## src/rtl/i2c_seq_pkg.sv

```systemverilog
// i2c_seq_pkg: shared state type, default sizing constants and busy edge helper
// for the I2C transaction sequencer.
package i2c_seq_pkg;
    typedef enum logic [1:0] {IDLE, RUN, DRAIN} state_t;
    localparam int MAX_LEN_DEF = 8;
    localparam int TIMEOUT_DEF = 480000;
    function automatic logic [1:0] edge_det(input logic cur, input logic prev);
        return {cur & ~prev, ~cur & prev};
    endfunction
endpackage

```

## src/rtl/i2c_txn_sequencer_if.sv

```systemverilog
// i2c_txn_sequencer_if: client request/response signals plus the i2c_master control
// and status signals; master = sequencer side, slave = client/core side.
interface i2c_txn_sequencer_if #(parameter int LEN_W = 4);
    logic             req;
    logic [6:0]       dev_addr;
    logic [7:0]       reg_addr;
    logic             is_read;
    logic [LEN_W-1:0] len;
    logic [7:0]       wdata;
    logic             ready;
    logic             rd_valid;
    logic [7:0]       rd_data;
    logic             done;
    logic             err;
    logic             m_reset_n;
    logic             m_ena;
    logic [6:0]       m_addr;
    logic             m_rw;
    logic [7:0]       m_data_wr;
    logic             m_busy;
    logic [7:0]       m_data_rd;
    logic             m_ack_error;
    modport master (
        input  req, dev_addr, reg_addr, is_read, len, wdata, m_busy, m_data_rd, m_ack_error,
        output ready, rd_valid, rd_data, done, err, m_reset_n, m_ena, m_addr, m_rw, m_data_wr
    );
    modport slave (
        output req, dev_addr, reg_addr, is_read, len, wdata, m_busy, m_data_rd, m_ack_error,
        input  ready, rd_valid, rd_data, done, err, m_reset_n, m_ena, m_addr, m_rw, m_data_wr
    );
endinterface

```

## src/rtl/i2c_busy_edge.sv

```systemverilog
// i2c_busy_edge: registers the core busy flag and counts its rising/falling edges,
// saturating at MAX_LEN+1; i_clr restarts both counts for a new transaction.
module i2c_busy_edge
    import i2c_seq_pkg::*;
#(
    parameter int LEN_W   = 4,
    parameter int MAX_LEN = MAX_LEN_DEF
) (
    input  logic             clk,
    input  logic             reset_n,
    input  logic             i_busy,
    input  logic             i_clr,
    output logic             o_busy_q,
    output logic             o_rise,
    output logic             o_fall,
    output logic [LEN_W-1:0] o_rise_cnt,
    output logic [LEN_W-1:0] o_fall_cnt
);
    localparam logic [LEN_W-1:0] SAT = LEN_W'(MAX_LEN + 1);
    logic             r_busy_q;
    logic [LEN_W-1:0] r_rise_cnt, r_fall_cnt;
    assign {o_rise, o_fall} = edge_det(i_busy, r_busy_q);
    assign o_busy_q   = r_busy_q;
    assign o_rise_cnt = r_rise_cnt;
    assign o_fall_cnt = r_fall_cnt;
    always_ff @(posedge clk) begin
        if (!reset_n) begin
            r_busy_q   <= 1'b0;
            r_rise_cnt <= '0;
            r_fall_cnt <= '0;
        end else begin
            r_busy_q   <= i_busy;
            r_rise_cnt <= i_clr ? '0 : r_rise_cnt + LEN_W'(o_rise && r_rise_cnt != SAT);
            r_fall_cnt <= i_clr ? '0 : r_fall_cnt + LEN_W'(o_fall && r_fall_cnt != SAT);
        end
    end
endmodule

```

## src/rtl/i2c_txn_sequencer.sv

```systemverilog
// i2c_txn_sequencer: steps i2c_master through a register write or a repeated-start read.
// Define I2C_SEQ_TIMEOUT_EN to add the per-byte watchdog that resets a stuck core.
module i2c_txn_sequencer
    import i2c_seq_pkg::*;
#(
    parameter int MAX_LEN        = MAX_LEN_DEF,
    parameter int LEN_W          = 4,
    parameter int TIMEOUT_CYCLES = TIMEOUT_DEF
) (
    input logic                 clk,
    input logic                 reset_n,
    i2c_txn_sequencer_if.master io_bus
);
    localparam logic [LEN_W-1:0] MAX_L = LEN_W'(MAX_LEN);
    if (LEN_W < $clog2(MAX_LEN + 1) || TIMEOUT_CYCLES < 1) begin : g_bad_cfg
        $error("i2c_txn_sequencer: LEN_W too narrow for MAX_LEN or TIMEOUT_CYCLES < 1");
    end
    state_t           r_state, w_next;
    logic             r_is_read, r_ena, r_rw, r_rd_valid, r_sticky, r_mrst_n;
    logic [LEN_W-1:0] r_len, w_len, w_rise_cnt, w_fall_cnt;
    logic [6:0]       r_addr, w_addr_n;
    logic [7:0]       r_wdata, r_data_wr, r_rd_data, w_data_wr_n, w_rd_data_n;
    logic             w_busy_q, w_rise, w_fall, w_accept, w_nack, w_capture, w_stop;
    logic             w_drained, w_done, w_tmo, w_hold, w_ena_n, w_rw_n, w_sticky_n;
    i2c_busy_edge #(.LEN_W(LEN_W), .MAX_LEN(MAX_LEN)) u_edge (
        .clk        (clk),
        .reset_n    (reset_n),
        .i_busy     (io_bus.m_busy),
        .i_clr      (w_accept),
        .o_busy_q   (w_busy_q),
        .o_rise     (w_rise),
        .o_fall     (w_fall),
        .o_rise_cnt (w_rise_cnt),
        .o_fall_cnt (w_fall_cnt)
    );
    assign w_len     = (io_bus.len == '0) ? LEN_W'(1) : (io_bus.len > MAX_L) ? MAX_L : io_bus.len;
    assign w_accept  = r_state == IDLE && io_bus.req && !io_bus.m_busy && !w_hold;
    assign w_nack    = r_state != IDLE && w_fall && io_bus.m_ack_error;
    // fall 1 ends the pointer byte; falls 2..N+1 each deliver one read byte
    assign w_capture = r_state != IDLE && r_is_read && w_fall && !io_bus.m_ack_error && !r_sticky
                       && w_fall_cnt != '0 && w_fall_cnt <= r_len;
    assign w_stop    = r_state == RUN && w_rise && !w_nack
                       && w_rise_cnt == (r_is_read ? r_len : LEN_W'(1));
    assign w_drained = !io_bus.m_busy && !w_busy_q && (!r_is_read || r_sticky || w_fall_cnt > r_len);
    assign w_done    = (r_state == DRAIN && w_drained) || w_tmo;
`ifdef I2C_SEQ_TIMEOUT_EN
    localparam int TW = $clog2(TIMEOUT_CYCLES + 1);
    logic [TW-1:0] r_tmo;
    logic [1:0]    r_hold;
    assign w_tmo  = r_state != IDLE && r_tmo == '0;
    assign w_hold = r_hold != 2'd0;
    always_ff @(posedge clk) begin
        if (!reset_n) begin
            r_tmo  <= TW'(TIMEOUT_CYCLES);
            r_hold <= 2'd0;
        end else begin
            r_tmo  <= (w_accept || w_rise || w_fall) ? TW'(TIMEOUT_CYCLES)
                    : (r_state != IDLE && r_tmo != '0) ? r_tmo - 1'b1 : r_tmo;
            r_hold <= w_tmo ? 2'd2 : r_hold - 2'(r_hold != 2'd0);
        end
    end
`else
    assign w_tmo  = 1'b0;
    assign w_hold = 1'b0;
`endif
    always_ff @(posedge clk) begin
        if (!reset_n) begin
            r_state    <= IDLE;
            r_is_read  <= 1'b0;
            r_len      <= '0;
            r_wdata    <= '0;
            r_ena      <= 1'b0;
            r_rw       <= 1'b0;
            r_addr     <= '0;
            r_data_wr  <= '0;
            r_rd_data  <= '0;
            r_rd_valid <= 1'b0;
            r_sticky   <= 1'b0;
            r_mrst_n   <= 1'b0;
        end else begin
            r_state    <= w_next;
            r_ena      <= w_ena_n;
            r_rw       <= w_rw_n;
            r_addr     <= w_addr_n;
            r_data_wr  <= w_data_wr_n;
            r_rd_data  <= w_rd_data_n;
            r_rd_valid <= w_capture;
            r_sticky   <= w_sticky_n;
            r_mrst_n   <= 1'b1;
            if (w_accept) begin
                r_is_read <= io_bus.is_read;
                r_len     <= w_len;
                r_wdata   <= io_bus.wdata;
            end
        end
    end
    always_comb begin
        w_next = w_tmo ? IDLE
               : r_state == IDLE ? (w_accept ? RUN : IDLE)
               : r_state == RUN ? ((w_nack || w_stop) ? DRAIN : RUN)
               : (w_done ? IDLE : DRAIN);
    end
    // an error fall outranks any rise handled alongside it
    always_comb begin
        w_ena_n     = w_accept ? 1'b1 : (w_nack || w_stop || w_tmo) ? 1'b0 : r_ena;
        w_rw_n      = w_accept ? 1'b0
                    : (r_state == RUN && w_rise && !w_nack && r_is_read && w_rise_cnt == '0) ? 1'b1 : r_rw;
        w_addr_n    = w_accept ? io_bus.dev_addr : r_addr;
        w_data_wr_n = w_accept ? io_bus.reg_addr
                    : (r_state == RUN && w_rise && !w_nack && !r_is_read && w_rise_cnt == '0) ? r_wdata : r_data_wr;
        w_rd_data_n = w_capture ? io_bus.m_data_rd : r_rd_data;
        w_sticky_n  = w_accept ? 1'b0 : (w_nack || w_tmo) ? 1'b1 : r_sticky;
    end
    assign io_bus.ready     = r_state == IDLE;
    assign io_bus.rd_valid  = r_rd_valid;
    assign io_bus.rd_data   = r_rd_data;
    assign io_bus.done      = w_done;
    assign io_bus.err       = w_done && (r_sticky || w_tmo);
    assign io_bus.m_reset_n = r_mrst_n && !w_hold;
    assign io_bus.m_ena     = r_ena;
    assign io_bus.m_addr    = r_addr;
    assign io_bus.m_rw      = r_rw;
    assign io_bus.m_data_wr = r_data_wr;
endmodule

```

## src/flat_wrapper.sv

```systemverilog
// flat-port wrapper written by rule: the top's interface ports become plain ports
module i2c_txn_sequencer_flat import i2c_seq_pkg::*;
#(
    parameter int MAX_LEN        = MAX_LEN_DEF,
    parameter int LEN_W          = 4,
    parameter int TIMEOUT_CYCLES = TIMEOUT_DEF
)
  (clk, reset_n, io_bus_req, io_bus_dev_addr, io_bus_reg_addr, io_bus_is_read, io_bus_len, io_bus_wdata, io_bus_m_busy, io_bus_m_data_rd, io_bus_m_ack_error, io_bus_ready, io_bus_rd_valid, io_bus_rd_data, io_bus_done, io_bus_err, io_bus_m_reset_n, io_bus_m_ena, io_bus_m_addr, io_bus_m_rw, io_bus_m_data_wr);
  i2c_txn_sequencer_if #(.LEN_W(LEN_W)) io_bus_i ();
  input logic clk;
  input logic reset_n;
  input wire logic [$bits(io_bus_i.req)-1:0] io_bus_req;
  input wire logic [$bits(io_bus_i.dev_addr)-1:0] io_bus_dev_addr;
  input wire logic [$bits(io_bus_i.reg_addr)-1:0] io_bus_reg_addr;
  input wire logic [$bits(io_bus_i.is_read)-1:0] io_bus_is_read;
  input wire logic [$bits(io_bus_i.len)-1:0] io_bus_len;
  input wire logic [$bits(io_bus_i.wdata)-1:0] io_bus_wdata;
  input wire logic [$bits(io_bus_i.m_busy)-1:0] io_bus_m_busy;
  input wire logic [$bits(io_bus_i.m_data_rd)-1:0] io_bus_m_data_rd;
  input wire logic [$bits(io_bus_i.m_ack_error)-1:0] io_bus_m_ack_error;
  output wire logic [$bits(io_bus_i.ready)-1:0] io_bus_ready;
  output wire logic [$bits(io_bus_i.rd_valid)-1:0] io_bus_rd_valid;
  output wire logic [$bits(io_bus_i.rd_data)-1:0] io_bus_rd_data;
  output wire logic [$bits(io_bus_i.done)-1:0] io_bus_done;
  output wire logic [$bits(io_bus_i.err)-1:0] io_bus_err;
  output wire logic [$bits(io_bus_i.m_reset_n)-1:0] io_bus_m_reset_n;
  output wire logic [$bits(io_bus_i.m_ena)-1:0] io_bus_m_ena;
  output wire logic [$bits(io_bus_i.m_addr)-1:0] io_bus_m_addr;
  output wire logic [$bits(io_bus_i.m_rw)-1:0] io_bus_m_rw;
  output wire logic [$bits(io_bus_i.m_data_wr)-1:0] io_bus_m_data_wr;
  assign io_bus_i.req = io_bus_req;
  assign io_bus_i.dev_addr = io_bus_dev_addr;
  assign io_bus_i.reg_addr = io_bus_reg_addr;
  assign io_bus_i.is_read = io_bus_is_read;
  assign io_bus_i.len = io_bus_len;
  assign io_bus_i.wdata = io_bus_wdata;
  assign io_bus_i.m_busy = io_bus_m_busy;
  assign io_bus_i.m_data_rd = io_bus_m_data_rd;
  assign io_bus_i.m_ack_error = io_bus_m_ack_error;
  assign io_bus_ready = io_bus_i.ready;
  assign io_bus_rd_valid = io_bus_i.rd_valid;
  assign io_bus_rd_data = io_bus_i.rd_data;
  assign io_bus_done = io_bus_i.done;
  assign io_bus_err = io_bus_i.err;
  assign io_bus_m_reset_n = io_bus_i.m_reset_n;
  assign io_bus_m_ena = io_bus_i.m_ena;
  assign io_bus_m_addr = io_bus_i.m_addr;
  assign io_bus_m_rw = io_bus_i.m_rw;
  assign io_bus_m_data_wr = io_bus_i.m_data_wr;
  i2c_txn_sequencer #(.MAX_LEN(MAX_LEN), .LEN_W(LEN_W), .TIMEOUT_CYCLES(TIMEOUT_CYCLES)) u_core (.clk(clk), .reset_n(reset_n), .io_bus(io_bus_i));
endmodule
```

## config.mk

```make
export PLATFORM = sky130hd
export DESIGN_NAME = i2c_txn_sequencer_flat
export DESIGN_NICKNAME = d
export VERILOG_FILES = /design/src/rtl/i2c_seq_pkg.sv /design/src/rtl/i2c_txn_sequencer_if.sv /design/src/rtl/i2c_busy_edge.sv /design/src/rtl/i2c_txn_sequencer.sv /design/src/flat_wrapper.sv
export SDC_FILE = /design/constraint.sdc
export NUM_CORES = 1
export LEC_CHECK = 0
export CELL_PAD_IN_SITES_DETAIL_PLACEMENT = 0
export CELL_PAD_IN_SITES_GLOBAL_PLACEMENT = 1
export CORE_ASPECT_RATIO = 0.9
export CORE_MARGIN = 1
export CORE_UTILIZATION = 31
export DETAILED_ROUTE_END_ITERATION = 8
export PLACE_DENSITY = 0.75
export SYNTH_ARGS = -nofsm -noshare
export SYNTH_HDL_FRONTEND = slang
export SYNTH_SLANG_ARGS = --single-unit
```

## constraint.sdc

```tcl
create_clock -name clk -period 2 [get_ports clk]
set_clock_uncertainty 0.15 [all_clocks]
set_input_delay 0.4 -clock clk [delete_from_list [all_inputs] [get_ports clk]]
set_output_delay 0.4 -clock clk [all_outputs]
set_load 0.05 [all_outputs]
```

==> impl_metrics.toml <==
[timing]
slew_headroom_pct = 66.0
setup_viol = 10
fin_crit_ns = 2.28
fin_crit_sh_pct = 114
rsz0062_at_grt = "yes"
fmax_mhz = 439
worst_pin_slew_ns = 0.508
finalWorstSetupSlack_ns = -0.280
final-hold-violation-count = 0
final_max_slew_viol_count = 0

[die]
io_pins = 71
start_util_pct = 32.3
rows = 29
fp.coreArea_sq_um = 7110
dieArea_sq_um = 7750
chipWidth_microns = 92.7
die_y_microns = 83.6

[global_route]
grt_pass1_wl_microns = 10200
grt-ovfl-total = 0
track_usage_pct = 16.3
antenna_found_initial = 0
grt_max_degree = 41
grt_pass1_vias = 2175

[synth]
syn-mean-instance-area_sq_um = 8.96
synth_fa_ha_area_share_pct = 4.36
ys_top_cells_by_area = "dfxtp_1 45%, nand2_1 11%, a21boi_0 6.2%"
synth_ff_type = "dfxtp_1"
synth_enable_flop_cells = 0
synth.area.mux_share_pct = 3.49
syn-cell-area_sq_um = 2290
synth_top_family_by_area = "simple AND/OR/NAND/NOR gates"
syn-num-nets = 305
synth-simple-area-share_pct = 24.1
synthArstFlopShare_pct = 0
synth_compound_area_share_pct = 16.0
yosysTopAreaCell = "dfxtp_1"
synth_cell_types = 41
synth_warnings = 0
yosysSeqAreaShare_pct = 45.4
synth_xor_area_share_pct = 2.67
synth_seq_cells = 52
synth_top_area_share_pct = 45.4
netlist_instances = 256

[pwr]
power_frac_clock_pct = 27.9
ir_drop_mv = 0.290
power_switching_mw = 0.630
combPwrFrac_pct = 22.4
seq_power_share_pct = 49.8
finalPower_mw = 2.23
p_int_mw = 1.60
sw_frac_of_total_pct = 28.3
p_per_area_nw_per_um2 = 623
leakagePower_nw = 1.54

[finish]
fill_cells = 706
drive_above_1_share_pct = 28.7
stdcell_count = 452
num-nets-final = 407
postLayoutCoreUtil_pct = 50.2
antenna-diode-count = 0
synthToLayoutAreaGrowth_pct = 55.7

[route]
initialDrtViolationCount = 71
vias_per_cell = 4.57
drt-total-wl_microns = 5780
dr.pass1.iters = 4
wl_per_cell_microns = 12.8
drc = 0
num_vias = 2067
ant_nets = 0

[worst_setup_path]
cp_max_fo = 2
start_kind = "register"
path_class = "register to output port"
end_kind = "output port"
startpoint = "u_core.r_len[1]$_SDFFE_PN0P_"
crit_slowest_cell = "dfxtp_2"
reg2reg_depth = 9
critPathTopFamily = "simple AND/OR/NAND/NOR gates"
cp_num_buf_inv = 3
r2r-start = "u_core.r_len[3]$_SDFFE_PN0P_"
slowest_delay_ns = 0.34
worstPathRequired_ns = 1.45
cp.depth = 7
r2r_slack_ns = -0.22
reg2reg_to = "u_core.io_bus.rd_data[1]$_SDFFE_PN0P_"
critPathArrivalTime_ns = 1.73
cp_cell_sequence = "inv_2 -> ha_4 -> and4_1 -> a32oi_2 -> nand3_2 -> clkinvlp_4 -> buf_12"
crit_path_end = "io_bus_done"

[placement]
place_ws_ns = -0.408
gp_congestion = 0.789
portBuffers = 70
placed_cells = 439
hpwl_microns = 4140

[job]
maxCapViolations = 0

[worst_hold_path]
min-delay-path-class = "register to register"

[cts]
cts.sinks = 52
clk_latency_ns = 0.30
cts_root_buffer = "clkbuf_8"
hold_buffers = 0
clockBufferDepth = 2
h-tree-depth = 2
cts_made_buffers = 5
path_clk_slew_ns = 0.09
cts_tree = "yes"

[run_status]
violations = "negative setup slack"
status = "finished with violations"
-- cell usage after synthesis, drive strengths merged, types with 3 or more instances --
master and n:
o31ai 3, dfxtp 52, inv 7, nor2 11, ha 8, clkbuf 10
o21ai 5, mux2i 8, and3 5, nand2 67, xnor2 4, a21boi 19
o211a 8, buf 4, and2 4, nand3 13, nand3b 3, xor2 3
-- registers in the layout, summed over array words and instances (netlist names) --
register	cells
u_core.io_bus.rd_data	8
u_core.io_bus.m_ena	1
u_core.r_sticky	1
u_core.io_bus.m_reset_n	1
u_core.io_bus.m_rw	1
u_core.r_is_read	1
u_core.u_edge.o_fall_cnt	4
u_core.io_bus.m_data_wr	8
u_core.io_bus.m_addr	7
u_core.io_bus.rd_valid	1
u_core.r_len	4
u_core.u_edge.o_rise_cnt	4
u_core.r_state	2
u_core.r_wdata	8
u_core.u_edge.o_busy_q	1
-- worst min-delay path, delay by kind of cell (launching register included) --
| kind | cells | cell delay, ns |
|---|---|---|
| multiplexers | 1 | 0.05 |
| flip-flops | 1 | 0.32 |
| AND/OR/NAND/NOR | 1 | 0.05 |
-- metrics by stage --
| stage | hold slack [ns] | TNS (ns) | cell area (sq um) |
|---|---|---|---|
| after detailed placement | 0.302 | -15.57 | 3340 |
| after CTS | 0.317 | -2.02 | 3560 |
| after floorplan | 0.278 | -0.522 | 2320 |
| after global routing | 0.341 | -2.62 | 3570 |
| final | 0.312 | -1.67 | 3570 |
| after global placement | 0.293 | -14.46 | 3340 |
-- cell families (layout without fill, tap and decap cells) --
group,count (synthesis),after routing
compound gates,44,44
xor+xnor,7,7
fa+ha+maj,8,8
buf+inv,21,124
flops,52,52
mux,8,8
simple gates,116,116
-- power groups by stage --
stage | clock network, mW | registers (mW) | logic, mW
6_report | 0.620 | 1.11 | 0.498
5_1_grt | 0.686 | 1.11 | 0.539
4_1_cts | 0.645 | 1.11 | 0.496
3_5_place_dp | 0 | 1.13 | 0.479
3_3_place_gp | 0 | 1.13 | 0.475
2_1_floorplan | 0 | 1.22 | 0.158
-- final cells by class --
class | instances | area, sq um | share of cell area (%)
Clock inverter | 2 | 10.0 | 0.280
Multi-Input combinational cell | 183 | 1260 | 35.4
Timing Repair Buffer | 109 | 1020 | 28.6
Clock buffer | 6 | 82.6 | 2.31
Sequential cell | 52 | 1050 | 29.4
Tap cell | 93 | 116 | 3.26
Inverter | 7 | 30.0 | 0.840
-- worst min-delay path by stage --
| stage | cells past startpoint | end | startpoint |
|---|---|---|---|
| 3_3_place_gp | 2 | u_core.io_bus.rd_data[7]$_SDFFE_PN0P_ | u_core.io_bus.rd_data[7]$_SDFFE_PN0P_ |
| 2_1_floorplan | 0 | u_core.io_bus.m_reset_n$_DFF_P_ | reset_n |
| 4_1_cts | 2 | u_core.io_bus.rd_data[0]$_SDFFE_PN0P_ | u_core.io_bus.rd_data[0]$_SDFFE_PN0P_ |
| 3_5_place_dp | 2 | u_core.io_bus.rd_data[0]$_SDFFE_PN0P_ | u_core.io_bus.rd_data[0]$_SDFFE_PN0P_ |
| 6_report | 2 | u_core.io_bus.rd_data[3]$_SDFFE_PN0P_ | u_core.io_bus.rd_data[3]$_SDFFE_PN0P_ |
| 5_1_grt | 2 | u_core.io_bus.rd_data[3]$_SDFFE_PN0P_ | u_core.io_bus.rd_data[3]$_SDFFE_PN0P_ |
-- per-layer routing --
metal	share of wire, %	vias up	track usage, %
li1	-	1082	-
met1	50	930	21.3
met2	45	51	27.0
met3	4.2	4	3.92
met4	0.64	0	4.20
met5	0	-	0
-- layout by cell type, fill, tap and decap left out, drive strengths merged, types with 2 or more instances in the layout --
cell           count
clkinv             2
o21ai              5
nor2b              2
ha                 8
o31ai              3
nand3b             3
xnor2              4
nand3             13
a21oi              2
nor2              11
mux2i              8
and3               5
clkbuf             8
nor4b              2
nand2             67
dfxtp             52
a2111oi            2
clkdlybuf4s50     39
inv                6
xor2               3
buf               66
a21boi            19
and2               4
o211a              8
-- timing repair --
action | 4_1_cts | 5_1_grt
pin swaps | 8 | 2
setup endpoints to repair | 27 | 16
setup buffers | 2 | 3
gates resized for setup | 19 | 7
gates cloned | 2 | 0
Power figures use the tool's default switching activity.
